==> src/rtl/egg_timer_pkg.sv <==
`default_nettype none
// ============================================================================
// Module   : egg_timer_pkg
// Purpose  : Shared state encoding, BCD limits and BCD helper functions for
//            the countdown sequencer.
// Revision : 1.0 - initial release
// ============================================================================
package egg_timer_pkg;

  // Width of the visible state code
  localparam int c_state_w = 3;

  // Largest legal BCD settings for seconds and minutes
  localparam logic [7:0] c_sec_max = 8'h59;
  localparam logic [7:0] c_min_max = 8'h99;

  // Sequencer state codes; the two unused codes recover to ST_SET_SEC
  typedef enum logic [c_state_w-1:0] {
    ST_SET_SEC = 3'd0,
    ST_SET_MIN = 3'd1,
    ST_READY   = 3'd2,
    ST_RUN     = 3'd3,
    ST_PAUSE   = 3'd4,
    ST_DONE    = 3'd5
  } state_t;

  // Clamp a switch value to a legal seconds setting (00..59)
  function automatic logic [7:0] sanitize_sec(input logic [7:0] sw);
    if ((sw[7:4] > 4'd5) || (sw[3:0] > 4'd9)) begin
      return c_sec_max;
    end
    return sw;
  endfunction

  // Clamp a switch value to a legal minutes setting (00..99)
  function automatic logic [7:0] sanitize_min(input logic [7:0] sw);
    if ((sw[7:4] > 4'd9) || (sw[3:0] > 4'd9)) begin
      return c_min_max;
    end
    return sw;
  endfunction

  // One-second BCD decrement of {min_tens, min_ones, sec_tens, sec_ones}.
  // 00:00 is left unchanged; the sequencer never ticks from that value.
  function automatic logic [15:0] bcd_dec(input logic [15:0] mmss);
    logic [3:0] mt;
    logic [3:0] mo;
    logic [3:0] st;
    logic [3:0] so;
    mt = mmss[15:12];
    mo = mmss[11:8];
    st = mmss[7:4];
    so = mmss[3:0];
    if (so != 4'd0) begin
      so = so - 4'd1;
    end else if (st != 4'd0) begin
      st = st - 4'd1;
      so = 4'd9;
    end else if ({mt, mo} != 8'h00) begin
      st = 4'd5;
      so = 4'd9;
      if (mo != 4'd0) begin
        mo = mo - 4'd1;
      end else begin
        mt = mt - 4'd1;
        mo = 4'd9;
      end
    end
    return {mt, mo, st, so};
  endfunction

endpackage
`default_nettype wire

==> src/rtl/countdown_sequencer_if.sv <==
`default_nettype none
// ============================================================================
// Module   : countdown_sequencer_if
// Purpose  : Pushbutton/switch inputs and display/status outputs of the
//            countdown sequencer, bundled with master and slave views.
// Revision : 1.0 - initial release
// ============================================================================
interface countdown_sequencer_if;
  import egg_timer_pkg::*;

  logic [1:0]           KEY;    // raw active-low pushbuttons
  logic [7:0]           SW;     // BCD setting value
  logic [c_state_w-1:0] STATE;  // current state code
  logic [7:0]           MIN;    // BCD minutes
  logic [7:0]           SEC;    // BCD seconds
  logic                 DONE;   // high while in DONE
  logic                 TICK;   // one-cycle pulse per countdown tick

  // Environment side: drives buttons and switches, observes the display
  modport master (
    output KEY,
    output SW,
    input  STATE,
    input  MIN,
    input  SEC,
    input  DONE,
    input  TICK
  );

  // Sequencer side
  modport slave (
    input  KEY,
    input  SW,
    output STATE,
    output MIN,
    output SEC,
    output DONE,
    output TICK
  );

endinterface
`default_nettype wire

==> src/rtl/key_edge_detect.sv <==
`default_nettype none
// ============================================================================
// Module   : key_edge_detect
// Purpose  : Two-flop synchronizer for one raw active-low pushbutton plus a
//            registered one-cycle press pulse on the synchronized 1->0 edge.
//            The pulse appears three clock edges after the raw fall; holding
//            the button produces exactly one pulse.
// Revision : 1.0 - initial release
// ============================================================================
module key_edge_detect (
  input  wire logic clk,
  input  wire logic rst_n,
  input  wire logic i_key,
  output logic      o_press
);

  logic r_meta;   // first synchronizer stage
  logic r_sync;   // second synchronizer stage
  logic r_dly;    // previous synchronized level for edge detection
  logic r_press;  // registered press pulse

  // Synchronize the button, remember its last level and flag a falling edge.
  // Flops reset to the released (high) level so reset exit is event-free.
  always_ff @(posedge clk or negedge rst_n) begin
    if (!rst_n) begin
      r_meta  <= 1'b1;
      r_sync  <= 1'b1;
      r_dly   <= 1'b1;
      r_press <= 1'b0;
    end else begin
      r_meta  <= i_key;
      r_sync  <= r_meta;
      r_dly   <= r_sync;
      r_press <= r_dly & ~r_sync;
    end
  end

  assign o_press = r_press;

endmodule
`default_nettype wire

==> src/rtl/countdown_sequencer.sv <==
`default_nettype none
// ============================================================================
// Module   : countdown_sequencer
// Purpose  : Egg-timer style countdown: set seconds and minutes from BCD
//            switches, then count down once per TICK_DIV clocks with pause,
//            abort and reload-from-preset controls on two pushbuttons.
// Revision : 1.0 - initial release
// ============================================================================
module countdown_sequencer #(
  parameter int TICK_DIV = 50000000   // clocks per countdown tick, >= 2
) (
  input  wire logic             CLK,
  input  wire logic             RESET_N,
  countdown_sequencer_if.slave  bus
);

  import egg_timer_pkg::*;

  localparam int                   c_presc_w    = $clog2(TICK_DIV);
  localparam logic [c_presc_w-1:0] c_presc_last = c_presc_w'(TICK_DIV - 1);

  // Key press pulses: bit 0 = advance/abort, bit 1 = start/pause
  logic [1:0]           w_press;
  logic                 w_key_adv;
  logic                 w_key_run;

  // Registered state
  state_t               r_state;
  logic [7:0]           r_min;
  logic [7:0]           r_sec;
  logic [15:0]          r_preset;
  logic [c_presc_w-1:0] r_presc;
  logic                 r_tick;
  logic                 r_done;

  // Next-state values
  state_t               w_state_next;
  logic [7:0]           w_min_next;
  logic [7:0]           w_sec_next;
  logic [15:0]          w_preset_next;
  logic [c_presc_w-1:0] w_presc_next;
  logic                 w_tick_next;
  logic                 w_done_next;
  logic [15:0]          w_dec;

  // One synchronizer/edge detector per pushbutton
  genvar gi;
  generate
    for (gi = 0; gi < 2; gi++) begin : g_key
      key_edge_detect u_key (
        .clk     (CLK),
        .rst_n   (RESET_N),
        .i_key   (bus.KEY[gi]),
        .o_press (w_press[gi])
      );
    end
  endgenerate

  assign w_key_adv = w_press[0];
  assign w_key_run = w_press[1];
  assign w_dec     = bcd_dec({r_min, r_sec});

  // Next-state, count and prescaler logic. Advance/abort is tested first in
  // every state so it wins over a simultaneous start/pause press. In RUN the
  // decrement is applied before the key-driven transition.
  always_comb begin
    w_state_next  = r_state;
    w_min_next    = r_min;
    w_sec_next    = r_sec;
    w_preset_next = r_preset;
    w_presc_next  = r_presc;

    case (r_state)
      ST_SET_SEC: begin
        w_sec_next = sanitize_sec(bus.SW);
        if (w_key_adv) begin
          w_state_next = ST_SET_MIN;
        end
      end

      ST_SET_MIN: begin
        w_min_next = sanitize_min(bus.SW);
        if (w_key_adv) begin
          w_state_next  = ST_READY;
          w_preset_next = {r_min, r_sec};
        end
      end

      ST_READY: begin
        if (w_key_adv) begin
          w_state_next = ST_SET_SEC;
        end else if (w_key_run && ({r_min, r_sec} != 16'h0000)) begin
          w_state_next = ST_RUN;
          w_presc_next = '0;   // only place the prescaler restarts
        end
      end

      ST_RUN: begin
        w_presc_next = (r_presc == c_presc_last) ? '0 : r_presc + 1'b1;
        if (r_tick) begin
          {w_min_next, w_sec_next} = w_dec;
        end
        if (w_key_adv) begin
          w_state_next = ST_SET_SEC;
        end else if (r_tick && (w_dec == 16'h0000)) begin
          w_state_next = ST_DONE;
        end else if (w_key_run) begin
          w_state_next = ST_PAUSE;
        end
      end

      ST_PAUSE: begin
        // Prescaler and counts hold so RUN resumes mid-second
        if (w_key_adv) begin
          w_state_next = ST_SET_SEC;
        end else if (w_key_run) begin
          w_state_next = ST_RUN;
        end
      end

      ST_DONE: begin
        if (w_key_adv) begin
          w_state_next = ST_SET_SEC;
        end else if (w_key_run) begin
          w_state_next = ST_READY;
          {w_min_next, w_sec_next} = r_preset;
        end
      end

      default: begin
        w_state_next = ST_SET_SEC;
      end
    endcase

    // TICK is registered: it is high during the cycle whose prescaler value
    // is the last count of the second, and only while running.
    w_tick_next = (w_state_next == ST_RUN) && (w_presc_next == c_presc_last);
    w_done_next = (w_state_next == ST_DONE);
  end

  // State, count and status registers with asynchronous clear
  always_ff @(posedge CLK or negedge RESET_N) begin
    if (!RESET_N) begin
      r_state  <= ST_SET_SEC;
      r_min    <= 8'h00;
      r_sec    <= 8'h00;
      r_preset <= 16'h0000;
      r_presc  <= '0;
      r_tick   <= 1'b0;
      r_done   <= 1'b0;
    end else begin
      r_state  <= w_state_next;
      r_min    <= w_min_next;
      r_sec    <= w_sec_next;
      r_preset <= w_preset_next;
      r_presc  <= w_presc_next;
      r_tick   <= w_tick_next;
      r_done   <= w_done_next;
    end
  end

  assign bus.STATE = r_state;
  assign bus.MIN   = r_min;
  assign bus.SEC   = r_sec;
  assign bus.DONE  = r_done;
  assign bus.TICK  = r_tick;

endmodule
`default_nettype wire
==> src/flat_wrapper.sv <==
// flat-port wrapper written by rule: the top's interface ports become plain ports
module countdown_sequencer_flat import egg_timer_pkg::*;
#(
  parameter int TICK_DIV = 50000000                                     
)
  (CLK, RESET_N, bus_KEY, bus_SW, bus_STATE, bus_MIN, bus_SEC, bus_DONE, bus_TICK);
  countdown_sequencer_if bus_i ();
  input  wire logic CLK;
  input  wire logic RESET_N;
  input wire logic [$bits(bus_i.KEY)-1:0] bus_KEY;
  input wire logic [$bits(bus_i.SW)-1:0] bus_SW;
  output wire logic [$bits(bus_i.STATE)-1:0] bus_STATE;
  output wire logic [$bits(bus_i.MIN)-1:0] bus_MIN;
  output wire logic [$bits(bus_i.SEC)-1:0] bus_SEC;
  output wire logic [$bits(bus_i.DONE)-1:0] bus_DONE;
  output wire logic [$bits(bus_i.TICK)-1:0] bus_TICK;
  assign bus_i.KEY = bus_KEY;
  assign bus_i.SW = bus_SW;
  assign bus_STATE = bus_i.STATE;
  assign bus_MIN = bus_i.MIN;
  assign bus_SEC = bus_i.SEC;
  assign bus_DONE = bus_i.DONE;
  assign bus_TICK = bus_i.TICK;
  countdown_sequencer #(.TICK_DIV(TICK_DIV)) u_core (.CLK(CLK), .RESET_N(RESET_N), .bus(bus_i));
endmodule
==> config.mk <==
export PLATFORM = sky130hd
export DESIGN_NAME = countdown_sequencer_flat
export DESIGN_NICKNAME = d
export VERILOG_FILES = /design/src/rtl/egg_timer_pkg.sv /design/src/rtl/countdown_sequencer_if.sv /design/src/rtl/key_edge_detect.sv /design/src/rtl/countdown_sequencer.sv /design/src/flat_wrapper.sv
export SDC_FILE = /design/constraint.sdc
export NUM_CORES = 1
export LEC_CHECK = 0
export BUFFER_PORTS_ARGS = -buffer_cell sky130_fd_sc_hd__buf_2
export CORE_MARGIN = 5
export CORE_UTILIZATION = 35
export CTS_CLUSTER_DIAMETER = 150
export DETAILED_ROUTE_END_ITERATION = 10
export PLACE_DENSITY = 0.6
export SYNTH_ARGS = -nofsm -noshare
export SYNTH_HDL_FRONTEND = slang
export SYNTH_SLANG_ARGS = --single-unit
==> constraint.sdc <==
create_clock -name CLK -period 4 [get_ports CLK]
set_clock_uncertainty 0.1 [all_clocks]
set_input_delay 0.6 -clock CLK [delete_from_list [all_inputs] [get_ports CLK]]
set_output_delay 0.6 -clock CLK [all_outputs]
set_load 0.1 [all_outputs]
==> flow_metrics.env <==
export IMPL_maximum_number_of_pins_on_one_net_before_global_route_repair=72
export IMPL_drt_wl_total_mm=11.69
export IMPL_timing_critical_path_buf_inv=2
export IMPL_grt_remaining_overflow=0
export IMPL_rsz0062_at_grt="no"
export IMPL_report_final_setup_viol=0
export IMPL_fp_row_count=40
export IMPL_slew_violations=0
export IMPL_first_global_vias=3738
export IMPL_portBuffers=32
export IMPL_h_tree_depth=3
export IMPL_synthMuxAreaShare_pct=2.858
export IMPL_synth_warnings=0
export IMPL_synthArstFlopShare_pct=100.0
export IMPL_peakVddDrop_mv=0.2281
export IMPL_min_path_type="reg -> reg"
export IMPL_slowest_stage="o31ai_2"
export IMPL_ctsLongestPathBuffers=2
export IMPL_critical_path_reg2reg_startpoint="u_core.bus.SEC[0]$_DFFE_PN0P_"
export IMPL_path_max_fanout=9
export IMPL_clkTransAtPathRegs_ns=0.05
export IMPL_vias=3875
export IMPL_drive_gt1_share_pct=16.18
export IMPL_worst_r2r_cell_count=10
export IMPL_sink_count_of_the_clock_tree=71
export IMPL_yosysUniqueCellTypes=66
export IMPL_layout_commonest_cell="dfrtp_1"
export IMPL_synthesized_area_fraction_occupied_by_xor_and_xnor_cells_pct=0.6252
export IMPL_globalRouteTotalUtil_pct=16.82
export IMPL_cts_tree="built"
export IMPL_antennaDiodeCount=0
export IMPL_drtAntennaViolNets=0
export IMPL_routed_wire_length_per_instance_um=17.72
export IMPL_syn_avg_cell_area_um2=8.829
export IMPL_design_die_area_um2=14300
export IMPL_crit_path_end="u_core.bus.TICK$_DFF_PN0_"
export IMPL_timing_worst_slew_pin_value_ns=1.191
export IMPL_final_cell_mix="dfrtp_1 (65), o21ai_0 (59), nand2_1 (56), nor2_1 (39), buf_2 (31)"
export IMPL_tritoncts_num_buffers=9
export IMPL_crit_path_max_incr_delay_ns=0.76
export IMPL_post_cts_repair_setup_buffers=0
export IMPL_ctsHoldBuffers=0
export IMPL_timing_critical_path_arrival_ns=3.55
export IMPL_synth_compound_area_share_pct=23.91
export IMPL_fillerInstances=1182
export IMPL_die_x_um=119.6
export IMPL_floorplan_initialDensity_pct=35.28
export IMPL_route_detailed_vias_per_inst=5.871
export IMPL_regToRegEndpoint="u_core.bus.TICK$_DFF_PN0_"
export IMPL_synthToLayoutAreaGrowth_pct=15.84
export IMPL_postSynthNetCount=494
export IMPL_die_height_um=119.6
export IMPL_tns_ns=0
export IMPL_finalWorstPathRequiredPeriod_ns=3.416
export IMPL_post_layout_total_power_mw=3.748
export IMPL_synth_area_leaders="dfrtp_1 (39%), o21ai_0 (7.0%), nand2_1 (5.0%), dfstp_2 (3.8%), nor2_1 (3.5%)"
export IMPL_crit_path_launch="u_core.bus.SEC[0]$_DFFE_PN0P_"
export IMPL_gpl_final_weighted_congestion=0.8933
export IMPL_outcome="finished, final reports clean"
export IMPL_global_route_wire_length_before_repair_mm=19.40
export IMPL_synth_seq_cells=71
export IMPL_cts_resized_gates=0
export IMPL_worstSetupEndpointType="flop"
export IMPL_post_synth_instance_area_um2=4203
export IMPL_core_area_um2=11910
export IMPL_commonest_register_cell_after_synthesis="dfrtp_1"
export IMPL_dp_final_hpwl_mm=8.174
export IMPL_synth_largest_type_area_fraction_pct=38.70
export IMPL_ff2ff_setup_slack_ns=0.58
export IMPL_power_density_nw_per_um2=769.8
export IMPL_period_share_pct=85.40
export IMPL_final_nets=526
export IMPL_synth_edff_count=0
export IMPL_synth_simple_gate_area_share_pct=24.74
export IMPL_maxCapViolations=0
export IMPL_synth_seq_area_share_pct=42.45
export IMPL_hold_viol=0
export IMPL_clock_tree_root_cell="clkbuf_16"
export IMPL_required_ns=4.13
export IMPL_power_leakage_nw=2.018
export IMPL_worst_slew_margin_rel_pct=19.73
export IMPL_synth_top_family_by_area="simple AND/OR/NAND/NOR gates"
export IMPL_timing_critical_path_cells="inv_1 -> ha_1 -> or3b_1 -> nor4_4 -> o31ai_2 -> buf_4 -> a31oi_1 -> a211oi_1 -> nand4_1 -> a2111oi_2"
export IMPL_timing_critical_path_depth=10
export IMPL_drc=0
export IMPL_ios=33
export IMPL_synth_largest_area_cell="dfrtp_1"
export IMPL_number_of_antenna_violations_at_the_first_check_in_global_routing=0
export IMPL_cpLargestDelayFamily="compound AO/OA/AOI/OAI gates"
export IMPL_setup_worst_path_class="reg -> reg"
export IMPL_clock_insertion_delay_worst_skew_ns=0.34
export IMPL_fmax_mhz=292.7
export IMPL_crit_path_start_kind="flop"
export IMPL_synth_adder_area_share_pct=1.786
export IMPL_firstDrtPassIters=5
export IMPL_drt_iter0_markers=326
export IMPL_post_synthesis_cell_count=476
## worst register-to-register path: stages, from the launching register on
cell	delay (ns)
dfrtp_1	0.44
inv_1	0.10
ha_1	0.26
or3b_1	0.37
nor4_4	0.11
o31ai_2	0.76
buf_4	0.29
a31oi_1	0.12
a211oi_1	0.32
nand4_1	0.16
a2111oi_2	0.28
## cells in the mapped netlist, drive strengths merged, types with 4 or more instances
library cell,instances
a41oi,4
and2,6
o311ai,4
clkbuf,16
or3,4
nor2b,6
o31ai,6
nand2b,7
nor4b,4
nand2,56
a21o,6
nor3,10
o21a,4
nand3,13
nor2,39
a21oi,21
o21ai,60
and3,7
nor4,12
mux2,8
nor3b,5
buf,5
dfrtp,65
nand4,10
and4,4
inv,15
a221oi,6
dfstp,6
ha,6
a22o,5
a31oi,13
## stage by stage
step           hold slack [ns]  cells  worst slack (ns)  utilization [%]  cell area (um2)
2_1_floorplan           0.2044    476            0.4536                -             4203
4_1_cts                 0.2469    660            0.5601            40.87             4868
3_5_place_dp            0.2475    644            0.5722            38.01             4528
5_1_grt                 0.2388    660            0.2852            40.87             4868
3_3_place_gp            0.2473    644            0.5994            38.01             4528
6_report                0.2548    660            0.5838            40.87             4868
## worst min path at each step
stage	start	endpoint	slack (ns)	cells past startpoint
6_report	u_core.g_key[0].u_key.r_meta$_DFF_PN1_	u_core.g_key[0].u_key.r_sync$_DFF_PN1_	0.25	0
3_5_place_dp	u_core.g_key[1].u_key.r_meta$_DFF_PN1_	u_core.g_key[1].u_key.r_sync$_DFF_PN1_	0.25	0
4_1_cts	bus_KEY[1]	u_core.g_key[1].u_key.r_meta$_DFF_PN1_	0.25	1
2_1_floorplan	RESET_N	u_core.bus.DONE$_DFF_PN0_	0.20	0
3_3_place_gp	u_core.g_key[1].u_key.r_meta$_DFF_PN1_	u_core.g_key[1].u_key.r_sync$_DFF_PN1_	0.25	0
5_1_grt	bus_KEY[1]	u_core.g_key[1].u_key.r_meta$_DFF_PN1_	0.24	1
## sequential cells by signal, summed over array words and instances (netlist names), 2 cells and up
register	cells
u_core.r_presc	26
u_core.r_preset	16
u_core.bus.MIN	8
u_core.bus.SEC	8
u_core.bus.STATE	3
u_core.g_key.u_key.o_press	2
u_core.g_key.u_key.r_dly	2
u_core.g_key.u_key.r_meta	2
u_core.g_key.u_key.r_sync	2
## final cells by class
type / count / area, um2 / share of cell area [%]
sequential: 71 / 1784 / 36.65
clock inverter: 3 / 90.09 / 1.850
clock buffer: 13 / 250.2 / 5.140
multi-input combinational: 369 / 2266 / 46.54
timing repair buffer: 42 / 237.7 / 4.883
tap: 147 / 183.9 / 3.778
inverter: 15 / 56.30 / 1.157
## layer usage
layer | global-route usage [%] | part of all wire [%]
met5 | 0 | 0
met4 | 5.798 | 1.6
met3 | 3.959 | 4.8
met2 | 27.51 | 48
met1 | 21.86 | 46
## power breakdown
part	internal, mW	switching, mW	leakage, nW
Sequential	0.903	0.233	0.906
Combinational	0.422	1.26	0.948
Clock	0.627	0.303	0.164
Total	1.95	1.80	2.02
## cells by family (layout without fill, tap and decap cells)
group	after synthesis	in the layout
multiplexers	11	11
buffers and inverters	36	73
XOR/XNOR	3	3
AO/OA/AOI/OAI	154	154
flip-flops	71	71
AND/OR/NAND/NOR	195	195
adder cells (fa/ha/maj)	6	6
Power figures use the tool's default switching activity.
